--- src/rtl/counter_run_ctrl_pkg.sv ---
// -----------------------------------------------------------------------------
// counter_run_ctrl_pkg
//
// Shared types and constants for the run/pause/clear/speed controller.
//   run_state_t : controller FSM states. The encoding is visible on o_State.
//   SPEED_W     : width of the speed index (speeds 0..3).
//   STATE_W     : width of the FSM state encoding.
//   speed_inc() : advances the speed index. It wraps 3 -> 0 by natural overflow.
//
// Optional feature macro: COUNTER_RUN_CTRL_STEP_EN. The package does not use it.
// The macro is listed here so that every file of the block names it.
// -----------------------------------------------------------------------------
package counter_run_ctrl_pkg;

    localparam int SPEED_W = 2;
    localparam int STATE_W = 2;

    typedef enum logic [STATE_W-1:0] {
        ST_IDLE   = 2'd0,
        ST_RUN    = 2'd1,
        ST_PAUSED = 2'd2,
        ST_CLEAR  = 2'd3
    } run_state_t;

    function automatic logic [SPEED_W-1:0] speed_inc(input logic [SPEED_W-1:0] speed);
        return speed + SPEED_W'(1);
    endfunction

endpackage

--- src/rtl/counter_run_ctrl_switch_debounce.sv ---
// -----------------------------------------------------------------------------
// switch_debounce
//
// Input path for one raw switch. The path has three stages:
//   1. A 2-FF synchronizer.
//   2. A debouncer. The debounced level follows the synchronized level only
//      after the two have differed for DEBOUNCE_LIMIT consecutive cycles.
//      The counter clears whenever the two levels agree, so shorter glitches
//      never reach the debounced level.
//   3. A registered press strobe. It is one cycle wide and fires on each
//      debounced 0->1 transition.
//
// Ports:
//   i_Clk      in   system clock
//   i_Rst_L    in   asynchronous active-low reset
//   i_Switch   in   raw, asynchronous switch level
//   o_Press    out  one-cycle strobe on each debounced rising edge
//
// Optional feature macro: COUNTER_RUN_CTRL_STEP_EN. This module does not use it.
// -----------------------------------------------------------------------------
module switch_debounce #(
    parameter int DEBOUNCE_LIMIT = 250_000
) (
    input  logic i_Clk,
    input  logic i_Rst_L,
    input  logic i_Switch,
    output logic o_Press
);

    // The counter must reach DEBOUNCE_LIMIT-1. The +1 keeps the width at
    // least 1 bit, even when DEBOUNCE_LIMIT is 1.
    localparam int CNT_W = $clog2(DEBOUNCE_LIMIT + 1);
    localparam logic [CNT_W-1:0] CNT_LAST = CNT_W'(DEBOUNCE_LIMIT - 1);

    logic             sync_0;
    logic             sync_1;
    logic             deb_q;
    logic             deb_d;
    logic [CNT_W-1:0] cnt_q;
    logic             press_q;

    always_ff @(posedge i_Clk or negedge i_Rst_L) begin
        if (!i_Rst_L) begin
            sync_0  <= 1'b0;
            sync_1  <= 1'b0;
            deb_q   <= 1'b0;
            deb_d   <= 1'b0;
            cnt_q   <= '0;
            press_q <= 1'b0;
        end else begin
            sync_0 <= i_Switch;
            sync_1 <= sync_0;

            if (sync_1 == deb_q) begin
                cnt_q <= '0;
            end else if (cnt_q == CNT_LAST) begin
                // This is the DEBOUNCE_LIMIT-th consecutive cycle of disagreement.
                deb_q <= sync_1;
                cnt_q <= '0;
            end else begin
                cnt_q <= cnt_q + CNT_W'(1);
            end

            // The edge register turns the debounced rise into a one-cycle strobe.
            deb_d   <= deb_q;
            press_q <= deb_q & ~deb_d;
        end
    end

    assign o_Press = press_q;

endmodule

--- src/rtl/counter_run_ctrl.sv ---
// -----------------------------------------------------------------------------
// counter_run_ctrl
//
// Run/pause/clear/speed controller for a 4-bit LED counter.
// Three raw switches are debounced into press strobes, and those strobes
// drive a 4-state FSM:
//   Switch 1 : IDLE -> RUN, RUN <-> PAUSED
//   Switch 2 : any state -> CLEAR. CLEAR lasts one cycle and then returns
//              to IDLE. A Switch 2 press wins over a Switch 1 press in the
//              same cycle.
//   Switch 3 : cycles the speed index 0..3. The tick period is
//              HALF_SECOND >> speed. The prescaler reloads to 0 on the change.
// In RUN, a prescaler counts 0..PERIOD-1 and issues a one-cycle o_Tick each
// time it wraps.
//
// Ports:
//   i_Clk       in   system clock (25 MHz)
//   i_Rst_L     in   asynchronous active-low reset
//   i_Switch_1  in   raw run/pause switch
//   i_Switch_2  in   raw clear switch
//   i_Switch_3  in   raw speed switch
//   o_Tick      out  one-cycle increment strobe
//   o_Clear     out  one-cycle clear strobe. It is high exactly while in CLEAR.
//   o_Speed     out  current speed index
//   o_State     out  FSM state (IDLE=0, RUN=1, PAUSED=2, CLEAR=3)
//
// Optional feature macro: COUNTER_RUN_CTRL_STEP_EN.
//   When it is defined, a Switch 3 press while PAUSED single-steps the
//   counter: it emits exactly one o_Tick on the next cycle, and the speed
//   and prescaler stay unchanged.
//   When it is undefined, Switch 3 always cycles the speed.
// -----------------------------------------------------------------------------
module counter_run_ctrl
    import counter_run_ctrl_pkg::*;
#(
    parameter int DEBOUNCE_LIMIT = 250_000,
    parameter int HALF_SECOND    = 12_500_000
) (
    input  logic               i_Clk,
    input  logic               i_Rst_L,
    input  logic               i_Switch_1,
    input  logic               i_Switch_2,
    input  logic               i_Switch_3,
    output logic               o_Tick,
    output logic               o_Clear,
    output logic [SPEED_W-1:0] o_Speed,
    output logic [STATE_W-1:0] o_State
);

    localparam int PRE_W = $clog2(HALF_SECOND);

    logic press_1;
    logic press_2;
    logic press_3;

    run_state_t         state_q;
    run_state_t         state_next;
    logic [SPEED_W-1:0] speed_q;
    logic [PRE_W-1:0]   presc_q;
    logic [PRE_W-1:0]   presc_last;
    logic               tick_q;
    logic               clear_q;
    logic               speed_cycle;
    logic               step_req;
    logic               run_adv;

    // ---------------------------------------------------------------- inputs
    switch_debounce #(.DEBOUNCE_LIMIT(DEBOUNCE_LIMIT)) u_deb_1 (
        .i_Clk    (i_Clk),
        .i_Rst_L  (i_Rst_L),
        .i_Switch (i_Switch_1),
        .o_Press  (press_1)
    );

    switch_debounce #(.DEBOUNCE_LIMIT(DEBOUNCE_LIMIT)) u_deb_2 (
        .i_Clk    (i_Clk),
        .i_Rst_L  (i_Rst_L),
        .i_Switch (i_Switch_2),
        .o_Press  (press_2)
    );

    switch_debounce #(.DEBOUNCE_LIMIT(DEBOUNCE_LIMIT)) u_deb_3 (
        .i_Clk    (i_Clk),
        .i_Rst_L  (i_Rst_L),
        .i_Switch (i_Switch_3),
        .o_Press  (press_3)
    );

    // ------------------------------------------------------- next-state logic
    always_comb begin
        state_next = state_q;
        if (press_2) begin
            state_next = ST_CLEAR;
        end else begin
            case (state_q)
                ST_IDLE:   if (press_1) state_next = ST_RUN;
                ST_RUN:    if (press_1) state_next = ST_PAUSED;
                ST_PAUSED: if (press_1) state_next = ST_RUN;
                ST_CLEAR:  state_next = ST_IDLE;
                default:   state_next = ST_IDLE;
            endcase
        end
    end

    // Decides what a Switch 3 press does in the current state.
    always_comb begin
        speed_cycle = 1'b0;
        step_req    = 1'b0;
`ifdef COUNTER_RUN_CTRL_STEP_EN
        if (press_3) begin
            if (state_q == ST_PAUSED) begin
                // Step only if the controller stays paused. A simultaneous
                // resume or clear takes precedence.
                step_req = (state_next == ST_PAUSED);
            end else begin
                speed_cycle = 1'b1;
            end
        end
`else
        speed_cycle = press_3;
`endif
    end

    // The prescaler advances only while the controller stays in RUN. On the
    // edge that pauses, it holds, so a later resume continues from there.
    assign run_adv    = (state_q == ST_RUN) && (state_next == ST_RUN);
    assign presc_last = PRE_W'((HALF_SECOND >> speed_q) - 1);

    // ------------------------------------------------------------- registers
    always_ff @(posedge i_Clk or negedge i_Rst_L) begin
        if (!i_Rst_L) begin
            state_q <= ST_IDLE;
            speed_q <= '0;
            presc_q <= '0;
            tick_q  <= 1'b0;
            clear_q <= 1'b0;
        end else begin
            state_q <= state_next;
            clear_q <= (state_next == ST_CLEAR);
            tick_q  <= 1'b0;

            if (speed_cycle) begin
                // A speed change restarts the period, and it suppresses any
                // tick that would have fired on this edge.
                speed_q <= speed_inc(speed_q);
                presc_q <= '0;
            end else if (state_next == ST_IDLE || state_next == ST_CLEAR) begin
                presc_q <= '0;
            end else if (run_adv) begin
                if (presc_q == presc_last) begin
                    presc_q <= '0;
                    tick_q  <= 1'b1;
                end else begin
                    presc_q <= presc_q + PRE_W'(1);
                end
            end

            if (step_req) begin
                tick_q <= 1'b1;
            end
        end
    end

    assign o_Tick  = tick_q;
    assign o_Clear = clear_q;
    assign o_Speed = speed_q;
    assign o_State = state_q;

endmodule
--- config.mk ---
export PLATFORM = sky130hd
export DESIGN_NAME = counter_run_ctrl
export DESIGN_NICKNAME = d
export VERILOG_FILES = /design/src/rtl/counter_run_ctrl_pkg.sv /design/src/rtl/counter_run_ctrl_switch_debounce.sv /design/src/rtl/counter_run_ctrl.sv
export SDC_FILE = /design/constraint.sdc
export NUM_CORES = 1
export LEC_CHECK = 0
export CAP_MARGIN = 20
export CORE_ASPECT_RATIO = 1.1
export CORE_MARGIN = 2
export CORE_UTILIZATION = 45
export CTS_BUF_LIST = sky130_fd_sc_hd__clkbuf_2
export DETAILED_ROUTE_END_ITERATION = 16
export MAX_ROUTING_LAYER = met4
export PLACE_DENSITY = 0.74
export SYNTH_ARGS = -nofsm -noshare
export SYNTH_HDL_FRONTEND = slang
export SYNTH_HIERARCHICAL = 1
export SYNTH_SLANG_ARGS = --single-unit
--- constraint.sdc ---
create_clock -name i_Clk -period 3.1 [get_ports i_Clk]
set_input_delay 0.465 -clock i_Clk [delete_from_list [all_inputs] [get_ports i_Clk]]
set_output_delay 0.465 -clock i_Clk [all_outputs]
set_load 0.1 [all_outputs]
Yosys cells after proc, flatten, opt, wreduce, memory -nomap -nowiden
Index checks and enable logic that the tools add are counted.

word-level totals
  register bits = 99
  input port bits = 5
  output and inout bits = 6
  logic and storage cells = 78

cells by class
  add/subtract/negate cells = 6
  eq/ne operators = 12
  shift-type cells = 1
  multiplexer cells = 18
  bitwise gates (word level) = 9
  reductions and logical operators = 9

operators by type and width
  cell                                                                   number
  18-bit two-way mux                                                     6
  24-bit two-way mux                                                     4
  18-bit by 1-bit adder with 18-bit output (second input constant)       3
  18-bit == test (second input constant)                                 3
  24-bit by 1-bit adder with 24-bit output (second input constant)       1
  24-bit == test                                                         1
  24-bit by 2-bit right shift with 24-bit output (first input constant)  1
  24-bit by 2-bit subtractor with 24-bit output (second input constant)  1
  2-bit == test (second input constant)                                  3
  2-bit two-way mux                                                      3
  1-bit inverter                                                         6
  2-bit one-hot mux with 3 select lines                                  1
  2-bit AND reduction                                                    3
  2-bit by 1-bit == test with 1-bit output (second input constant)       2
  2-bit zero test                                                        2
  1-bit two-way mux                                                      4
  1-bit bitwise AND                                                      3
  1-bit == test                                                          3
  3-bit nonzero test                                                     1
  2-bit by 1-bit adder with 2-bit output (second input constant)         1
  2-bit OR reduction                                                     1
  1-bit logical AND                                                      1
  1-bit logical OR                                                       1

Longest topological paths before layout
Gate-level depths: netlist of run 1.

  word-level depth = 9
  gate-level depth with buffers = 12
  depth with buffers taken out = 10

Cells and area by module
Netlist of run 1, hierarchy kept.

by module, submodules not included
  module            times used  cells each  area each (sq um)
  switch_debounce   3           101         1086.0
  counter_run_ctrl  1           204         1945.6

Least setup slack after synthesis of run 1
No wires, ideal clock.

  path type = register to register
  start point = reg speed_q[0] (netlist: o_Speed[0])
  end point = reg presc_q[0]
  library setup time = 0.119 ns
  data arrival time = 3.508 ns
  path slack = -0.527 ns
  stages on the path, launching flop included = 13
  path through = dfrtp_1 -> inv_1 -> ha_1 -> inv_1 -> ha_1 -> xor2_1 -> nand4_1 -> or4_4 -> nor4b_4 -> a21o_1 -> buf_6 -> buf_12 -> nor2_1

on the way
  longest elaborated chain between the ends = 7

ends and longest elaborated chain
  what                                            line                     RTL
  start, declared                                 counter_run_ctrl.sv:58   logic [SPEED_W-1:0] speed_q;
  start signal, assigned                          counter_run_ctrl.sv:145  speed_q <= speed_inc(speed_q);
  24-bit by 2-bit right shift with 24-bit output  counter_run_ctrl.sv:127  assign presc_last = PRE_W'((HALF_SECOND >> speed_q) - 1);
  24-bit by 2-bit subtractor with 24-bit output   counter_run_ctrl.sv:127
  24-bit == test                                  counter_run_ctrl.sv:150  if (presc_q == presc_last) begin
  24-bit two-way mux                              counter_run_ctrl.sv:150
  24-bit two-way mux                              counter_run_ctrl.sv:149  end else if (run_adv) begin
  24-bit two-way mux                              counter_run_ctrl.sv:147  end else if (state_next == ST_IDLE || state_next == ST_CLEAR) begin
  24-bit two-way mux                              counter_run_ctrl.sv:142  if (speed_cycle) begin
  end signal, assigned                            counter_run_ctrl.sv:154  presc_q <= presc_q + PRE_W'(1);
  end, declared                                   counter_run_ctrl.sv:59   logic [PRE_W-1:0] presc_q;

Every way passes these cells. The select of a mux whose other input is x is not followed.
A chain may end at the register's enable or synchronous reset.

Worst setup path in the final report of run 1
  start point = reg speed_q[0] (netlist: o_Speed[0])
  end point = reg presc_q[2]

Same word-level chain as after synthesis.

==> metrics, run 1 <==
outcome finished, final reports clean; root buf cell clkbuf_2; Cell variety after synth 54; Arrival @ worst endpoint 3.48 ns; # clock sinks 99; CP delay by family, top simple AND/OR/NAND/NOR gates; asr flop ratio synth 100%; HPWL Detailed 6950 um; Post-Synth XOR/XNOR Area 9.59%; Main synth FF type dfrtp_1; P_leak 0.00240 uW; syn_area_per_cell 10.3 um^2; Final Max Slew Viols 0; Worst path slowest cell dfrtp_4; CP Cell Sequence inv_1 -> ha_2 -> inv_1 -> ha_1 -> xor2_1 -> nand4_1 -> or4_4 -> nor4b_4 -> buf_4 -> nor3_1 -> a31o_2; Core ar. 11400 um^2; setup violators final 0; share of layout cells above drive strength 1 10.9%; commonest non-fill, non-tap cell in the layout dfrtp_1; internal power 1450 uW; # rows 41; FF-to-FF setup slack 0.15 ns; Gate power share 3.4%; first-pass GRT wire length 17300 um; Area Growth Syn to Fin 7.50%; worst r2r src o_Speed[0]; CTS H-Tree Depth 3; startpoint types flip-flop; WL final 9930 um; Synth Area in Compound Gates 9.67%; WP buf/inv 3; clock share of power 28.9%; pin count of the biggest net entering global routing 57; clock slew at reported path FFs 0.32 ns; hold path cells 1; Ports 11; Die ar. 12400 um^2; routed wl met2 5010 um; Most common cell on crit path inv_1; CP Capture Type flip-flop; Synth Warn # 6; CTS tree built; critical path data required time 3.63 ns; nets 549; Slew @ Worst Pin 0.959 ns; Sequential Power Share 67.7%; setup TNS 0 ns; Tot GR Track Use 17.8%; simple-gate portion of the synthesized area 25.2%; gpl congestion 0.860; R2R Path End presc_q[2]; Worst VDD drop 0.270 mV; hold path start i_Switch_1; Seq/Total Area, Yosys 47.6%; vias 3827; Worst Reg-to-Reg Cells 11; commonest non-fill, non-tap cells in the layout dfrtp_1 (95), nor2_1 (68), xor2_1 (46); wire length per cell after detailed routing 14.5 um; Ant. Diodes 0; number of synthesized flops with an enable pin 0; # fillers 1062; Pwr Density 348 nW/um^2; syn nets 528; Top Metal Used met4; post-synthesis adder-cell area fraction 3.85%; Skew-Pair Late Insertion Delay 0.58 ns; # port buffers 10; FF+latch count, synth 99; Tcrit/Tclk final 95.2%; final setup margin 0.149 ns; minimum clock period 2.95 ns; Iter 0 DRT Violations 195; post-place setup slack 0.0846 ns; Layout Skew 0.0485 ns; Setup CP Type reg2reg; Die H 117 um; main combinational cell family by area after synthesis simple AND/OR/NAND/NOR gates; post-route ant nets 0; WL met1 4520 um; met3 wire len 292 um; post-CTS sizing 0; post-synthesis mux area share 1.06%; CP peak stage delay 0.58 ns; antenna violations before repair 0; vias per inst 5.60; Final Hold Vio Count 0; CP Max Fanout 7; RSZ-0062 raised after global routing false; First-pass DRT Iterations 4; initial core utilization 45.7%; CTS buffer count 9; Mapped Area 5200 um^2; maximum buffer depth of the clock tree 2; P_sw 499 uW; GRT overflow 0; DRC viols 0; Synth Instances 507; Die W 107 um; number of global-route vias before repair 3710; Max transition margin 35.9%; switching power share of the total 25.6%; max cap viols 0; Max Freq 339 MHz; end of the worst hold path u_deb_1/sync_0; HP Class in2reg
## state kept, by name (all words and copies together), names as in the netlist, 2 cells and up
| register | count |
|---|---|
| o_Speed | 2 |
| o_State | 2 |
| presc_q | 24 |
| u_deb_1/cnt_q | 18 |
| u_deb_2/cnt_q | 18 |
| u_deb_3/cnt_q | 18 |
## synth_stat cells (2+ instances only)
master | instances | area, um^2
buf_6 | 4 | 45.0
xnor2_1 | 11 | 96.3
nor3_1 | 2 | 10.0
and3_1 | 10 | 62.6
a211oi_1 | 2 | 15.0
clkbuf_4 | 3 | 22.5
nand2_1 | 36 | 135
nor4b_2 | 3 | 45.0
o22ai_1 | 2 | 12.5
o31ai_1 | 16 | 120
or4_1 | 14 | 105
buf_2 | 2 | 10.0
mux2_2 | 4 | 45.0
a21oi_1 | 21 | 105
nand4_1 | 13 | 81.3
dfrtp_1 | 99 | 2480
a22o_1 | 3 | 26.3
nor4_1 | 7 | 43.8
ha_1 | 16 | 200
buf_1 | 2 | 7.51
nor2_1 | 68 | 255
a21o_1 | 2 | 15.0
and4_2 | 3 | 30.0
nand3b_1 | 4 | 30.0
o41ai_4 | 3 | 82.6
or3_1 | 7 | 43.8
nor2b_1 | 8 | 50.1
o2111ai_1 | 2 | 17.5
and2_1 | 4 | 25.0
nand2b_1 | 3 | 18.8
nand3_1 | 32 | 160
o21ai_0 | 11 | 55.1
and4_1 | 12 | 105
inv_1 | 13 | 48.8
xor2_1 | 46 | 403
## power by group through the flow
stage	clock (uW)	sequential, uW	combinational (uW)
floorplan	0	1340	32.1
global placement	0	1340	65.6
detailed placement	0	1340	67.8
CTS	604	1320	69.0
global route	651	1320	77.3
finish	564	1320	66.0
## layer usage
| metal | vias up | GRT usage, % |
|---|---|---|
| li1 | 1859 | - |
| met1 | 1908 | 21.7 |
| met2 | 50 | 29.7 |
| met3 | 10 | 3.77 |
| met4 | 0 | 5.97 |
| met5 | - | - |
## repair_timing
action	in CTS	in global routing
endpoints found under the setup margin	0	21
hold buffers	1	0
buffers inserted	0	2
hold endpoints to repair	54	0
## per-stage QoR
stage / area [um^2] / utilization, % / total power, uW / cells / hold WS, ns
after floorplan: 5220 / - / 1370 / 507 / 0.169
after global placement: 5460 / 48.0 / 1400 / 664 / 0.336
after detailed placement: 5460 / 48.0 / 1410 / 664 / 0.338
after CTS: 5580 / 49.0 / 1990 / 681 / 0.254
after global routing: 5590 / 49.1 / 2050 / 683 / 0.221
final: 5590 / 49.1 / 1950 / 683 / 0.319
## final cells by class
type	count	area, um^2	share of cell area (%)
sequential	99	2490	44.5
inverter	13	48.8	0.872
tap	150	188	3.35
timing repair buffer	23	195	3.49
clock inverter	7	60.1	1.07
multi-input combinational	382	2570	45.9
clock buffer	9	45.0	0.805
## logic make-up after synthesis
logic type,after synthesis
adder cells (fa/ha/maj),16
buffers and inverters,26
AND/OR/NAND/NOR,236
AO/OA/AOI/OAI,68
multiplexers,5
flip-flops,99
XOR/XNOR,57
## worst max-delay path by stage
stage,start,endpoint,cells past startpoint
2_1_floorplan,o_Speed[0],presc_q[0],12
3_3_place_gp,o_Speed[0],presc_q[2],10
3_5_place_dp,o_Speed[0],presc_q[2],10
4_1_cts,o_Speed[0],presc_q[11],11
5_1_grt,o_Speed[0],presc_q[2],11
6_report,o_Speed[0],presc_q[2],11
## worst register-to-register path: cells and delay by family, from the launching register on
kind            cells  cell delay (ns)
fa+ha+maj           2             0.50
simple gates        4             1.07
buf+inv             3             0.39
compound gates      1             0.27
xor+xnor            1             0.14
flops               1             0.58
No activity file was read; power rests on OpenSTA's default activity.
==> run 2: changes to the inputs <==
--- a/config.mk
+++ b/config.mk
@@ -8,11 +8,11 @@
 export CAP_MARGIN = 20
 export CORE_ASPECT_RATIO = 1.1
 export CORE_MARGIN = 2
-export CORE_UTILIZATION = 45
+export CORE_UTILIZATION = 58
 export CTS_BUF_LIST = sky130_fd_sc_hd__clkbuf_2
 export DETAILED_ROUTE_END_ITERATION = 16
 export MAX_ROUTING_LAYER = met4
-export PLACE_DENSITY = 0.74
+export PLACE_DENSITY = 0.89
 export SYNTH_ARGS = -nofsm -noshare
 export SYNTH_HDL_FRONTEND = slang
 export SYNTH_HIERARCHICAL = 1
==> run 2 against run 1 <==
Critical path depth did not move. Cell count is 5.7% lower. Worst hold slack worse by 0.029 ns. First-iteration DRC count grew 30%. Die area shrank 22%. Worst setup slack got worse by 0.069 ns. Core utilization grew 14 points. Combinational power fell by 0.8%. Critical endpoint is now presc_q[12].
==> metrics, run 2 (same netlist as run 1, synthesis figures left out) <==
outcome finished, final reports clean; clock slew at reported path FFs 0.30 ns; Setup CP Type reg2reg; Final Hold Vio Count 0; CP delay by family, top simple AND/OR/NAND/NOR gates; minimum clock period 3.02 ns; FF-to-FF setup slack 0.08 ns; # rows 36; CTS H-Tree Depth 3; First-pass DRT Iterations 5; # port buffers 10; post-layout util 63.1%; Design Area, Final 5540 um^2; antenna violations before repair 0; clock share of power 29.1%; Arrival @ worst endpoint 3.55 ns; Max Freq 331 MHz; Area Growth Syn to Fin 6.52%; pin count of the biggest net entering global routing 65; crit path launch o_Speed[0]; Ports 11; setup violators final 0; # clock sinks 99; P_leak 0.00239 uW; first-pass GRT wire length 17000 um; Die W 94.3 um; HPWL Detailed 6810 um; CP Max Fanout 9; DRC viols 0; Ant. Diodes 0; commonest non-fill, non-tap cell in the layout dfrtp_1; setup TNS 0 ns; crit path capture presc_q[12]; largest register by flop count presc_q; Slew @ Worst Pin 0.960 ns; initial core utilization 59.2%; # fillers 691; Layout Skew 0.0419 ns; commonest non-fill, non-tap cells in the layout dfrtp_1 (95), nor2_1 (68), xor2_1 (46); wire length per cell after detailed routing 15.1 um; CP Capture Type flip-flop; CTS tree built; multi-input combinational cell area 2580 um^2; Core ar. 8780 um^2; dpl cell area 5400 um^2; HP Class in2reg; Most common cell on crit path inv_1; post-route ant nets 0; Tcrit/Tclk final 97.4%; number of global-route vias before repair 3699; critical path data required time 3.63 ns; Tot GR Track Use 22.4%; Hold WS 0.290 ns; GRT overflow 0; WL final 9740 um; Sequential Power Share 67.5%; vias 3873; critical path depth 11; vias per inst 6.01; Die H 103 um; gpl congestion 0.980; Worst Reg-to-Reg Cells 11; CTS buffer count 9; Die ar. 9750 um^2; Pwr Density 352 nW/um^2; Gate power share 3.4%; Iter 0 DRT Violations 253; CP Cell Sequence inv_1 -> ha_2 -> inv_1 -> ha_1 -> xor2_1 -> nand4_1 -> or4_4 -> nor4b_4 -> buf_4 -> o31ai_1 -> a22o_1; Max transition margin 35.7%; Worst VDD drop 0.359 mV; root buf cell clkbuf_2; Worst path slowest cell dfrtp_4; CP peak stage delay 0.59 ns; R2R Path End presc_q[12]; internal power 1450 uW; maximum buffer depth of the clock tree 2; share of layout cells above drive strength 1 10.8%; WP buf/inv 3; P_sw 506 uW; startpoint types flip-flop; switching power share of the total 25.9%; Reg area 2490 um^2; Skew-Pair Late Insertion Delay 0.59 ns; worst r2r src o_Speed[0]; Final Max Slew Viols 0; max reg flops 24; nets 546; max cap viols 0
## run 2: metal layers
metal	part of all wire (%)	GRT usage, %	up-vias	wire length (um)
met5	0	-	-	0
met4	1.2	8.58	0	116
met3	3.3	4.06	14	324
met2	50	34.9	87	4860
met1	46	29.6	1911	4440
li1	-	-	1861	-
## run 2: per-stage QoR
step / cells / power (uW) / setup WS (ns)
2_1_floorplan: 507 / 1370 / 0.0546
3_3_place_gp: 624 / 1400 / 0.230
3_5_place_dp: 624 / 1410 / 0.123
4_1_cts: 641 / 1980 / 0.102
5_1_grt: 644 / 2050 / -0.00974
6_report: 644 / 1950 / 0.0803
## run 2: worst min path at each step
stage                    from              to  depth (start not counted)
5_1_grt            i_Switch_2  u_deb_2/sync_0                          1
3_3_place_gp   u_deb_3/sync_0  u_deb_3/sync_1                          0
4_1_cts            i_Switch_3  u_deb_3/sync_0                          1
2_1_floorplan         i_Rst_L         o_Clear                          0
3_5_place_dp   u_deb_2/sync_0  u_deb_2/sync_1                          0
6_report           i_Switch_3  u_deb_3/sync_0                          1
## run 2: area by class of cell
| type | count | share of cell area [%] |
|---|---|---|
| multi-input cells | 382 | 46.5 |
| inverters | 13 | 0.880 |
| repair buffers | 20 | 3.34 |
| clock buffers | 9 | 0.813 |
| well taps | 114 | 2.57 |
| clock inverters | 7 | 1.04 |
| flip-flops and latches | 99 | 44.9 |
## run 2: power by group through the flow
stage	Combinational, uW	Clock (uW)	Sequential (uW)
after global placement	64.7	0	1340
after floorplan	32.1	0	1340
after global routing	78.7	650	1320
final	65.5	569	1320
after detailed placement	67.3	0	1340
after CTS	68.6	591	1320
## run 2: timing repair
item                                    4_1_cts  5_1_grt
hold endpoints to repair                     63        0
endpoints found under the setup margin        0       22
gates resized for setup                       0        2
hold buffers                                  1        0
buffers inserted                              0        3
